--- config.mk ---
export PLATFORM = sky130hd
export DESIGN_NAME = dcache_ctrl
export DESIGN_NICKNAME = d
export VERILOG_FILES = /design/src/rtl/dcache_pkg.sv /design/src/rtl/dcache_line_array.sv /design/src/rtl/dcache_ctrl.sv
export SDC_FILE = /design/constraint.sdc
export NUM_CORES = 1
export LEC_CHECK = 0
export ABC_AREA = 1
export BUFFER_PORTS_ARGS = -buffer_cell sky130_fd_sc_hd__buf_2
export CAP_MARGIN = 25
export CORE_MARGIN = 2
export CORE_UTILIZATION = 55
export CTS_CLUSTER_DIAMETER = 150
export DETAILED_ROUTE_END_ITERATION = 7
export PLACE_DENSITY = 0.79
export SYNTH_ARGS = -nofsm -noshare
export SYNTH_HDL_FRONTEND = slang
export SYNTH_SLANG_ARGS = --single-unit
export TNS_END_PERCENT = 50
--- constraint.sdc ---
create_clock -name clk -period 6.6 [get_ports clk]
set_clock_uncertainty 0.2 [all_clocks]
set_input_delay 0.66 -clock clk [delete_from_list [all_inputs] [get_ports clk]]
set_output_delay 0.66 -clock clk [all_outputs]
set_load 0.01 [all_outputs]
--- src/rtl/dcache_pkg.sv ---
// Shared types and geometry helpers for the direct-mapped write-through data cache.
package dcache_pkg;

    typedef enum logic [1:0] {
        IDLE,
        RD_MISS,
        WR_THRU,
        DONE
    } cacheState_e;

    function automatic int indexWidth(input int lines);
        return $clog2(lines);
    endfunction

    // Everything above the word offset and the index bits is tag.
    function automatic int tagWidth(input int addrW, input int lines);
        return addrW - 2 - $clog2(lines);
    endfunction

endpackage

--- src/rtl/dcache_line_array.sv ---
// Valid/tag/data storage for the cache: asynchronous read by index, one synchronous write port,
// valid bits cleared asynchronously on reset.
module dcache_line_array
    import dcache_pkg::*;
#(
    parameter int LINES  = 16,
    parameter int DATA_W = 32,
    parameter int IDX_W  = indexWidth(16),
    parameter int TAG_W  = tagWidth(32, 16)
) (
    input  logic              clk,
    input  logic              reset,
    input  logic [IDX_W-1:0]  rdIndex,
    output logic              rdValid,
    output logic [TAG_W-1:0]  rdTag,
    output logic [DATA_W-1:0] rdData,
    input  logic              wrEn,
    input  logic [IDX_W-1:0]  wrIndex,
    input  logic [TAG_W-1:0]  wrTag,
    input  logic [DATA_W-1:0] wrData
);

    logic [LINES-1:0]  validBits;
    logic [TAG_W-1:0]  tagMem  [LINES];
    logic [DATA_W-1:0] dataMem [LINES];

    // NOTE: state is updated with non-blocking assignments so every flop samples pre-edge values.
    always_ff @(posedge clk or negedge reset) begin
        if (!reset) begin
            validBits <= '0;
        end else if (wrEn) begin
            validBits[wrIndex] <= 1'b1;
        end
    end

    // NOTE: tag/data arrays carry no reset; a cleared valid bit makes their contents irrelevant.
    always_ff @(posedge clk) begin
        if (wrEn) begin
            tagMem[wrIndex]  <= wrTag;
            dataMem[wrIndex] <= wrData;
        end
    end

    assign rdValid = validBits[rdIndex];
    assign rdTag   = tagMem[rdIndex];
    assign rdData  = dataMem[rdIndex];

endmodule

--- src/rtl/dcache_ctrl.sv ---
// Direct-mapped, write-through, no-write-allocate data cache controller between the memory stage
// and a variable-latency backing memory; MemReady stalls the pipeline while a miss or store is pending.
module dcache_ctrl
    import dcache_pkg::*;
#(
    parameter int LINES  = 16,
    parameter int DATA_W = 32,
    parameter int ADDR_W = 32
) (
    input  logic              clk,
    input  logic              reset,
    input  logic              MemRead,
    input  logic              MemWrite,
    input  logic [ADDR_W-1:0] Addr,
    input  logic [DATA_W-1:0] WriteData,
    output logic [DATA_W-1:0] ReadData,
    output logic              MemReady,
    output logic              mem_req,
    output logic              mem_we,
    output logic [ADDR_W-1:0] mem_addr,
    output logic [DATA_W-1:0] mem_wdata,
    input  logic              mem_ack,
    input  logic [DATA_W-1:0] mem_rdata
);

    localparam int IDX_W = indexWidth(LINES);
    localparam int TAG_W = tagWidth(ADDR_W, LINES);

    cacheState_e       state;
    logic [DATA_W-1:0] retData;

    logic [IDX_W-1:0]  reqIndex;
    logic [TAG_W-1:0]  reqTag;
    logic [ADDR_W-1:0] wordAddr;
    logic              lineValid;
    logic [TAG_W-1:0]  lineTag;
    logic [DATA_W-1:0] lineData;
    logic              hit;

    logic              arrWe;
    logic [IDX_W-1:0]  arrIndex;
    logic [TAG_W-1:0]  arrTag;
    logic [DATA_W-1:0] arrData;

    logic              unusedAddrBits;

    assign reqIndex       = Addr[2 +: IDX_W];
    assign reqTag         = Addr[ADDR_W-1 -: TAG_W];
    assign wordAddr       = {Addr[ADDR_W-1:2], 2'b00};
    assign unusedAddrBits = ^Addr[1:0];
    assign hit            = lineValid && (lineTag == reqTag);

    dcache_line_array #(
        .LINES  (LINES),
        .DATA_W (DATA_W),
        .IDX_W  (IDX_W),
        .TAG_W  (TAG_W)
    ) u_lines (
        .clk     (clk),
        .reset   (reset),
        .rdIndex (reqIndex),
        .rdValid (lineValid),
        .rdTag   (lineTag),
        .rdData  (lineData),
        .wrEn    (arrWe),
        .wrIndex (arrIndex),
        .wrTag   (arrTag),
        .wrData  (arrData)
    );

    // A store hit updates the line on the edge leaving IDLE; a miss fill uses the captured address.
    // NOTE: every always_comb output gets a default first so no path can infer a latch.
    always_comb begin
        arrWe    = 1'b0;
        arrIndex = reqIndex;
        arrTag   = reqTag;
        arrData  = WriteData;
        unique case (state)
            IDLE:    arrWe = MemWrite && hit;
            RD_MISS: begin
                arrWe    = mem_ack;
                arrIndex = mem_addr[2 +: IDX_W];
                arrTag   = mem_addr[ADDR_W-1 -: TAG_W];
                arrData  = mem_rdata;
            end
            default: ;
        endcase
    end

    // mem_addr/mem_wdata double as the capture registers for the outstanding transaction.
    always_ff @(posedge clk or negedge reset) begin
        if (!reset) begin
            state     <= IDLE;
            mem_req   <= 1'b0;
            mem_we    <= 1'b0;
            mem_addr  <= '0;
            mem_wdata <= '0;
            retData   <= '0;
        end else begin
            unique case (state)
                IDLE: begin
                    if (MemWrite) begin
                        state     <= WR_THRU;
                        mem_req   <= 1'b1;
                        mem_we    <= 1'b1;
                        mem_addr  <= wordAddr;
                        mem_wdata <= WriteData;
                    end else if (MemRead && !hit) begin
                        state    <= RD_MISS;
                        mem_req  <= 1'b1;
                        mem_we   <= 1'b0;
                        mem_addr <= wordAddr;
                    end
                end
                RD_MISS: begin
                    if (mem_ack) begin
                        state   <= DONE;
                        mem_req <= 1'b0;
                        retData <= mem_rdata;
                    end
                end
                WR_THRU: begin
                    if (mem_ack) begin
                        state   <= DONE;
                        mem_req <= 1'b0;
                        mem_we  <= 1'b0;
                    end
                end
                DONE:    state <= IDLE;
                default: state <= IDLE;
            endcase
        end
    end

    always_comb begin
        MemReady = 1'b0;
        unique case (state)
            IDLE:    MemReady = !MemWrite && !(MemRead && !hit);
            DONE:    MemReady = 1'b1;
            default: ;
        endcase
        if (!reset) MemReady = 1'b0;
    end

    always_comb begin
        ReadData = (state == DONE) ? retData : lineData;
        if (!reset) ReadData = '0;
    end

endmodule

# Yosys cells after proc, flatten, opt, wreduce, memory -nomap -nowiden
# Memory sizes are Yosys's and may differ from the RTL's.
# Cells that the tools add are included.
[classes]
n_reduce_logical = 19
order_cmp = 3
bitwise = 1
n_mux = 27
eq_ne = 7
[ops]
columns = ["operator", "count"]
rows = [
  ["$mux 32", 5],
  ["$eq 26x26->1", 1],
  ["$mux 26", 1],
  ["$or 16x16->16", 1],
  ["$lt 4x5->1 const B", 2],
  ["$mux 1", 10],
  ["$pmux 1 s2", 4],
  ["$reduce_and 2->1", 4],
  ["$mux 2", 3],
  ["$pmux 2 s3", 1],
  ["$reduce_and 3->1", 2],
  ["$reduce_bool 2->1", 3],
  ["$logic_and 1x1->1", 5],
  ["$bmux 1 s4", 1],
  ["$demux 1 s4", 1],
  ["$eq 2x2->1 const B", 2],
  ["$ge 4x1->1 const B", 1],
  ["$mux 4", 1],
  ["$logic_not 1->1", 3],
  ["$ne 3x3->1 const B", 1],
  ["$eq 2x1->1 const B", 1],
  ["$logic_not 2->1", 1],
  ["$ne 2x1->1 const B", 1],
  ["$ne 2x2->1 const B", 1],
  ["$reduce_or 2->1", 1],
]
[word_totals]
wordCells = 66
memories = 2
regBits = 116
ram_bits = 928
output_inout_bits = 99
[mem_list]
columns = ["name", "words", "word_bits", "rd", "rd_clocked_by_memory_dff", "write_ports", "line_no", "rtl"]
rows = [
  ["u_lines.dataMem", 16, 32, 1, 0, 1, "dcache_line_array.sv:25", "logic [DATA_W-1:0] dataMem [LINES];"],
  ["u_lines.tagMem", 16, 26, 1, 0, 1, "dcache_line_array.sv:24", "logic [TAG_W-1:0] tagMem [LINES];"],
]

# Depth between registers and ports, before layout
[depth]
word_depth = 9
mapped_depth = 23
ltp_nobuf = 20

# Modules after synthesis
# Synthesis repeated with hierarchy kept, for this count alone.
[unflattened]
hier_cells = 4600
area_unflattened_um2 = 45841.5
[modules_own_cells]
columns = ["module", "seq_area_each_um2", "n_inst", "cells_per_inst", "area_per_inst_um2"]
rows = [
  ["dcache_line_array", 28267.1, 1, 3844, 40355.0],
  ["dcache_ctrl", 2452.4, 1, 756, 5486.5],
]

# Least setup slack after synthesis
# OpenSTA, ideal clock, no wires.
[synth_timing]
path_kind = "input -> register"
from = "input port Addr[3]"
to = "memory u_lines.dataMem[10][0] (enable)"
setup_time_ns = 0.474
required_ns = 5.926
path_stages = 18
arrival_ns = 4.654
path_slack_ns = 1.272
path_cell_list = "buf_4 -> inv_4 -> buf_6 -> buf_2 -> nand3_1 -> nand3_1 -> nand2_1 -> nand2_1 -> nand2_1 -> a21oi_1 -> nand2_1 -> nor2_1 -> nand2_1 -> nor2_1 -> nand2_2 -> o21ai_4 -> nand2_1 -> nor2_1"
[synth_via]
elab_chain_len = 7
word_cells_on_any_way = 10
[synth_lines]
columns = ["element", "line_no", "rtl"]
rows = [
  ["start: declaration", "dcache_ctrl.sv:14", "input logic [ADDR_W-1:0] Addr,"],
  ["$mem_v2 16x26 / $bmux 1 s4 (equally long branches)", "--", ""],
  ["$eq 26x26->1 / $mux 1 (equally long branches)", "dcache_ctrl.sv:51, dcache_line_array.sv:44", ""],
  ["$logic_and 1x1->1", "dcache_ctrl.sv:51", "assign hit = lineValid && (lineTag == reqTag);"],
  ["$logic_and 1x1->1", "dcache_ctrl.sv:79", "IDLE: arrWe = MemWrite && hit;"],
  ["$pmux 1 s2", "dcache_ctrl.sv:78", "unique case (state)"],
  ["$mux 1", "dcache_line_array.sv:38", "if (wrEn) begin"],
  ["$mux 1 (implied by the code)", "dcache_line_array.sv:40", "dataMem[wrIndex] <= wrData;"],
  ["end: declaration", "dcache_line_array.sv:25", ""],
]
# Parallel ways exist; a longest one is shown, timed or not. The select of a mux whose other input is x is not followed.

# Worst setup path after layout
[layout_timing]
from = "input port Addr[2]"
to = "output port MemReady"
[layout_via]
elab_chain_len = 9
word_cells_on_any_way = 11
[layout_lines]
columns = ["element", "line_no", "rtl"]
rows = [
  ["$mem_v2 16x26 / $bmux 1 s4 (equally long branches)", "--", ""],
  ["$eq 26x26->1 / $mux 1 (equally long branches)", "dcache_ctrl.sv:51, dcache_line_array.sv:44", ""],
  ["$logic_and 1x1->1 (*)", "dcache_ctrl.sv:51", ""],
  ["$logic_not 1->1 (*)", "dcache_ctrl.sv:138", "IDLE: MemReady = !MemWrite && !(MemRead && !hit);"],
  ["$logic_and 1x1->1 (*)", "dcache_ctrl.sv:138", ""],
  ["$logic_not 1->1 (*)", "dcache_ctrl.sv:138", ""],
  ["$logic_and 1x1->1 (*)", "dcache_ctrl.sv:138", ""],
  ["$pmux 1 s2 (*)", "dcache_ctrl.sv:137", "unique case (state)"],
  ["$mux 1 (*)", "dcache_ctrl.sv:142", "if (!reset) MemReady = 1'b0;"],
  ["end: declaration", "dcache_ctrl.sv:17", "output logic MemReady,"],
]
# Every way passes the cells marked *; elsewhere a longest branch is shown, timed or not. The select of a mux whose other input is x is not followed.

==> impl_metrics.yaml <==
die:
  die_x_um: 284.1
  fp.dieH_um: 284.1
  ios: 200
  core_region_area_um2: 77590
  core.rowCount: 102
  start_util_pct: 55.62
  dieArea_um2: 80730
worst_setup_path:
  cp-end-kind: "primary output"
  r2r-start: "state[1]"
  worst-path-max-fanout: 90
  startpoint_type: "primary input"
  cpPeakStageDelay_ns: 0.46
  cpMaxStageDelayCell: "clkinv_8"
  criticalPathCategory: "primary input to primary output"
  arrival_ns: 4.19
  worstPathCellList: "buf_8 -> clkinv_8 -> buf_4 -> nor2_1 -> nor2_1 -> o21ai_1 -> nand3_1 -> nand3_1 -> nand2_1 -> nand2_1 -> nand3_1 -> nor2_1 -> nand2_1 -> nor2_1 -> nand2_2 -> nand2_1 -> nand2_1 -> a21oi_1 -> buf_2"
  ff2ff_path_depth: 10
  critical-path-top-delay-family: "buffers and inverters"
  ff2ff_setup_slack_ns: 2.40
  crit_path_frequent_cell: "nand2_1"
  critPathBufInv: 4
  worstPathRequired_ns: 5.74
  rr_endpoint: "u_lines.tagMem[0][13]"
drt:
  ant_nets: 0
  first_pass_iters: 6
  met1_length_um: 41910
  wirelength_um: 111500
  top_layer_used: "met4"
  drtIter0Drc: 4411
  met3WireLength_um: 13060
  post_drt_wl_per_cell_um: 22.30
  vias: 29920
  drc: 0
  drt-vias-per-instance: 5.985
  wl_met2_um: 52620
logic_synthesis:
  yosys-top-cells-area: "edfxtp_1 65%, dfrtp_1 6.6%, nand2_1 6.1%"
  yosysTopAreaCellShare_pct: 64.57
  yosys.area.top_type: "edfxtp_1"
  syn_area_um2: 43160
  postSynthAreaPerCell_um2: 11.64
  synthTopCellsByCount: "928 x edfxtp_1, 699 x nand2_1, 439 x nor2_1"
  synthDistinctLibCells: 31
  synthArstFlopShare_pct: 10.94
  synth-edff-count: 928
  yosysSeqAreaShare_pct: 71.18
  syn_inst: 3707
  synth_ff_type: "edfxtp_1"
  yosysMostFrequentCell: "edfxtp_1"
  yosys_register_bits: 1042
  yosysWarningCount: 0
power:
  power_leakage_nw: 18.57
  worst_ir_drop_vdd_mv: 0.2630
  power_density_nw_per_um2: 364.0
place:
  dp_cells: 4814
  hpwlAfterDp_um: 59570
  port_buffers: 195
  gp_congestion: 0.8348
global_routing:
  grt_start_max_net_pins: 226
  overflow: 0
  grt_pass1_wl_um: 168100
  grt_pass1_vias: 29160
  grt_use_total_pct: 27.21
  antenna_found_initial: 1
finish:
  fill_cells: 5630
  syn2layout_area_growth_pct: 13.09
  num_antenna_cells: 0
  stdcell_count: 4999
  nNetsFinal: 3984
  drive_above_1_share_pct: 13.08
worst_hold_path:
  hold_path_end: "mem_addr[30]"
  min_path_type: "primary input to register"
  hold_path_depth: 3
  hold_start: "Addr[30]"
clocking:
  cts_setup_buffers: 0
  clkSinkCount: 1042
  cts_buffer_depth: 3
  numCtsBuffers: 97
  clkLatencyLatePin_ns: 0.66
  clock-root-buffer: "clkbuf_16"
  cts_tree: "built"
  h-tree-depth: 3
  clkTransAtPathRegs_ns: 0.06
timing:
  worstMarginPinSlew_ns: 1.133
  hold_viol_final: 0
  rsz0062_at_grt: "no"
  relSlewSlack_pct: 24.48
  fin_crit_ns: 5.046
  setup_total_negative_slack_ns: 0
  period_share_pct: 76.45
  whs_ns: 0.03382
  maxSlewViolCount: 0
  clock.fmax_mhz: 198.2
  setup_viol: 0
run_status:
  status: "complete, no violations"
run:
  cap_violations: 0
[worst register-to-register path, delay by kind of cell (launching register included)]
family | cells | cell delay [ns]
AOI/OAI and AO/OA | 1 | 0.21
buffers and inverters | 4 | 1.72
adders and majority gates | 1 | 0.63
and+or+nand+nor | 4 | 0.67
DFF | 1 | 0.42
[logic make-up after synthesis]
family	Yosys count	share of synthesized area (%)
buffers and inverters	509	5.114
adder cells (fa/ha/maj)	4	0.1160
AO/OA/AOI/OAI	650	8.987
other	1	0.008689
AND/OR/NAND/NOR	1469	13.76
multiplexers	32	0.8349
flip-flops	1042	71.18
[flip-flops by register name (all words and copies together) (netlist names)]
name,flops
mem_we,1
mem_req,1
state,2
mem_addr,30
u_lines.tagMem,416
mem_wdata,32
retData,32
u_lines.validBits,16
u_lines.dataMem,512
[worst max-delay path by stage]
stage | start | to | slack, ns | cells after the start
floorplan | Addr[3] | u_lines.dataMem[10][0] | 1.27 | 18
global placement | Addr[2] | u_lines.dataMem[13][1] | 1.20 | 19
detailed placement | Addr[2] | u_lines.dataMem[13][1] | 1.14 | 21
CTS | Addr[2] | MemReady | 1.68 | 21
global route | Addr[2] | MemReady | 1.28 | 21
finish | Addr[2] | MemReady | 1.55 | 19
[stage by stage]
stage / power [mW] / area, um^2 / worst slack [ns] / utilization [%]
floorplan: 10.49 / 43160 / 1.272 / -
global placement: 11.71 / 45370 / 1.204 / 58.47
detailed placement: 11.84 / 45370 / 1.144 / 58.47
CTS: 17.72 / 48770 / 1.676 / 62.86
global route: 18.36 / 48810 / 1.276 / 62.90
finish: 17.77 / 48810 / 1.554 / 62.90
[power breakdown]
group	leakage, nW	total (mW)	switching (mW)	internal [mW]
Sequential	9.72	8.66	0.276	8.39
Clock	1.65	5.96	2.42	3.54
Combinational	7.21	3.14	2.23	0.912
[cell type report]
cell class                      instances  area [um^2]  area share [%]
Sequential cell                      1042        30720           62.94
Multi-Input combinational cell       2157        10270           21.03
Clock buffer                          110         2540           5.204
Timing Repair Buffer                  313         2064           4.230
Tap cell                             1040         1301           2.666
Inverter                              268         1067           2.187
Clock inverter                         69        850.8           1.743
[layer usage]
metal  vias to the layer above  track usage, %
li1                      13360               -
met1                     14400           36.83
met2                      1861           44.01
met3                       292           5.249
met4                         0           10.25
met5                         -               0
[cells in the final DEF, fill, tap and decap left out, drive strengths merged]
cell and count:
conb 2, dlygate4sd3 1, o211ai 60, nor2 439
a21o 1, dfrtp 114, o22ai 30, nand3 325
buf 312, inv 268, edfxtp 928, a21oi 12
o311ai 15, clkbuf 110, mux2 32, clkinvlp 5
clkinv 44, ha 4, o21ai 434, bufinv 20
o221ai 98, or2 4, nand2 701
[timing repair]
| action | 4_1_cts | 5_1_grt |
|---|---|---|
| gates resized for setup | 0 | 0 |
| endpoints found under the hold margin | 36 | 0 |
| hold buffers | 1 | 0 |
No activity file was read; power rests on OpenSTA's default activity.
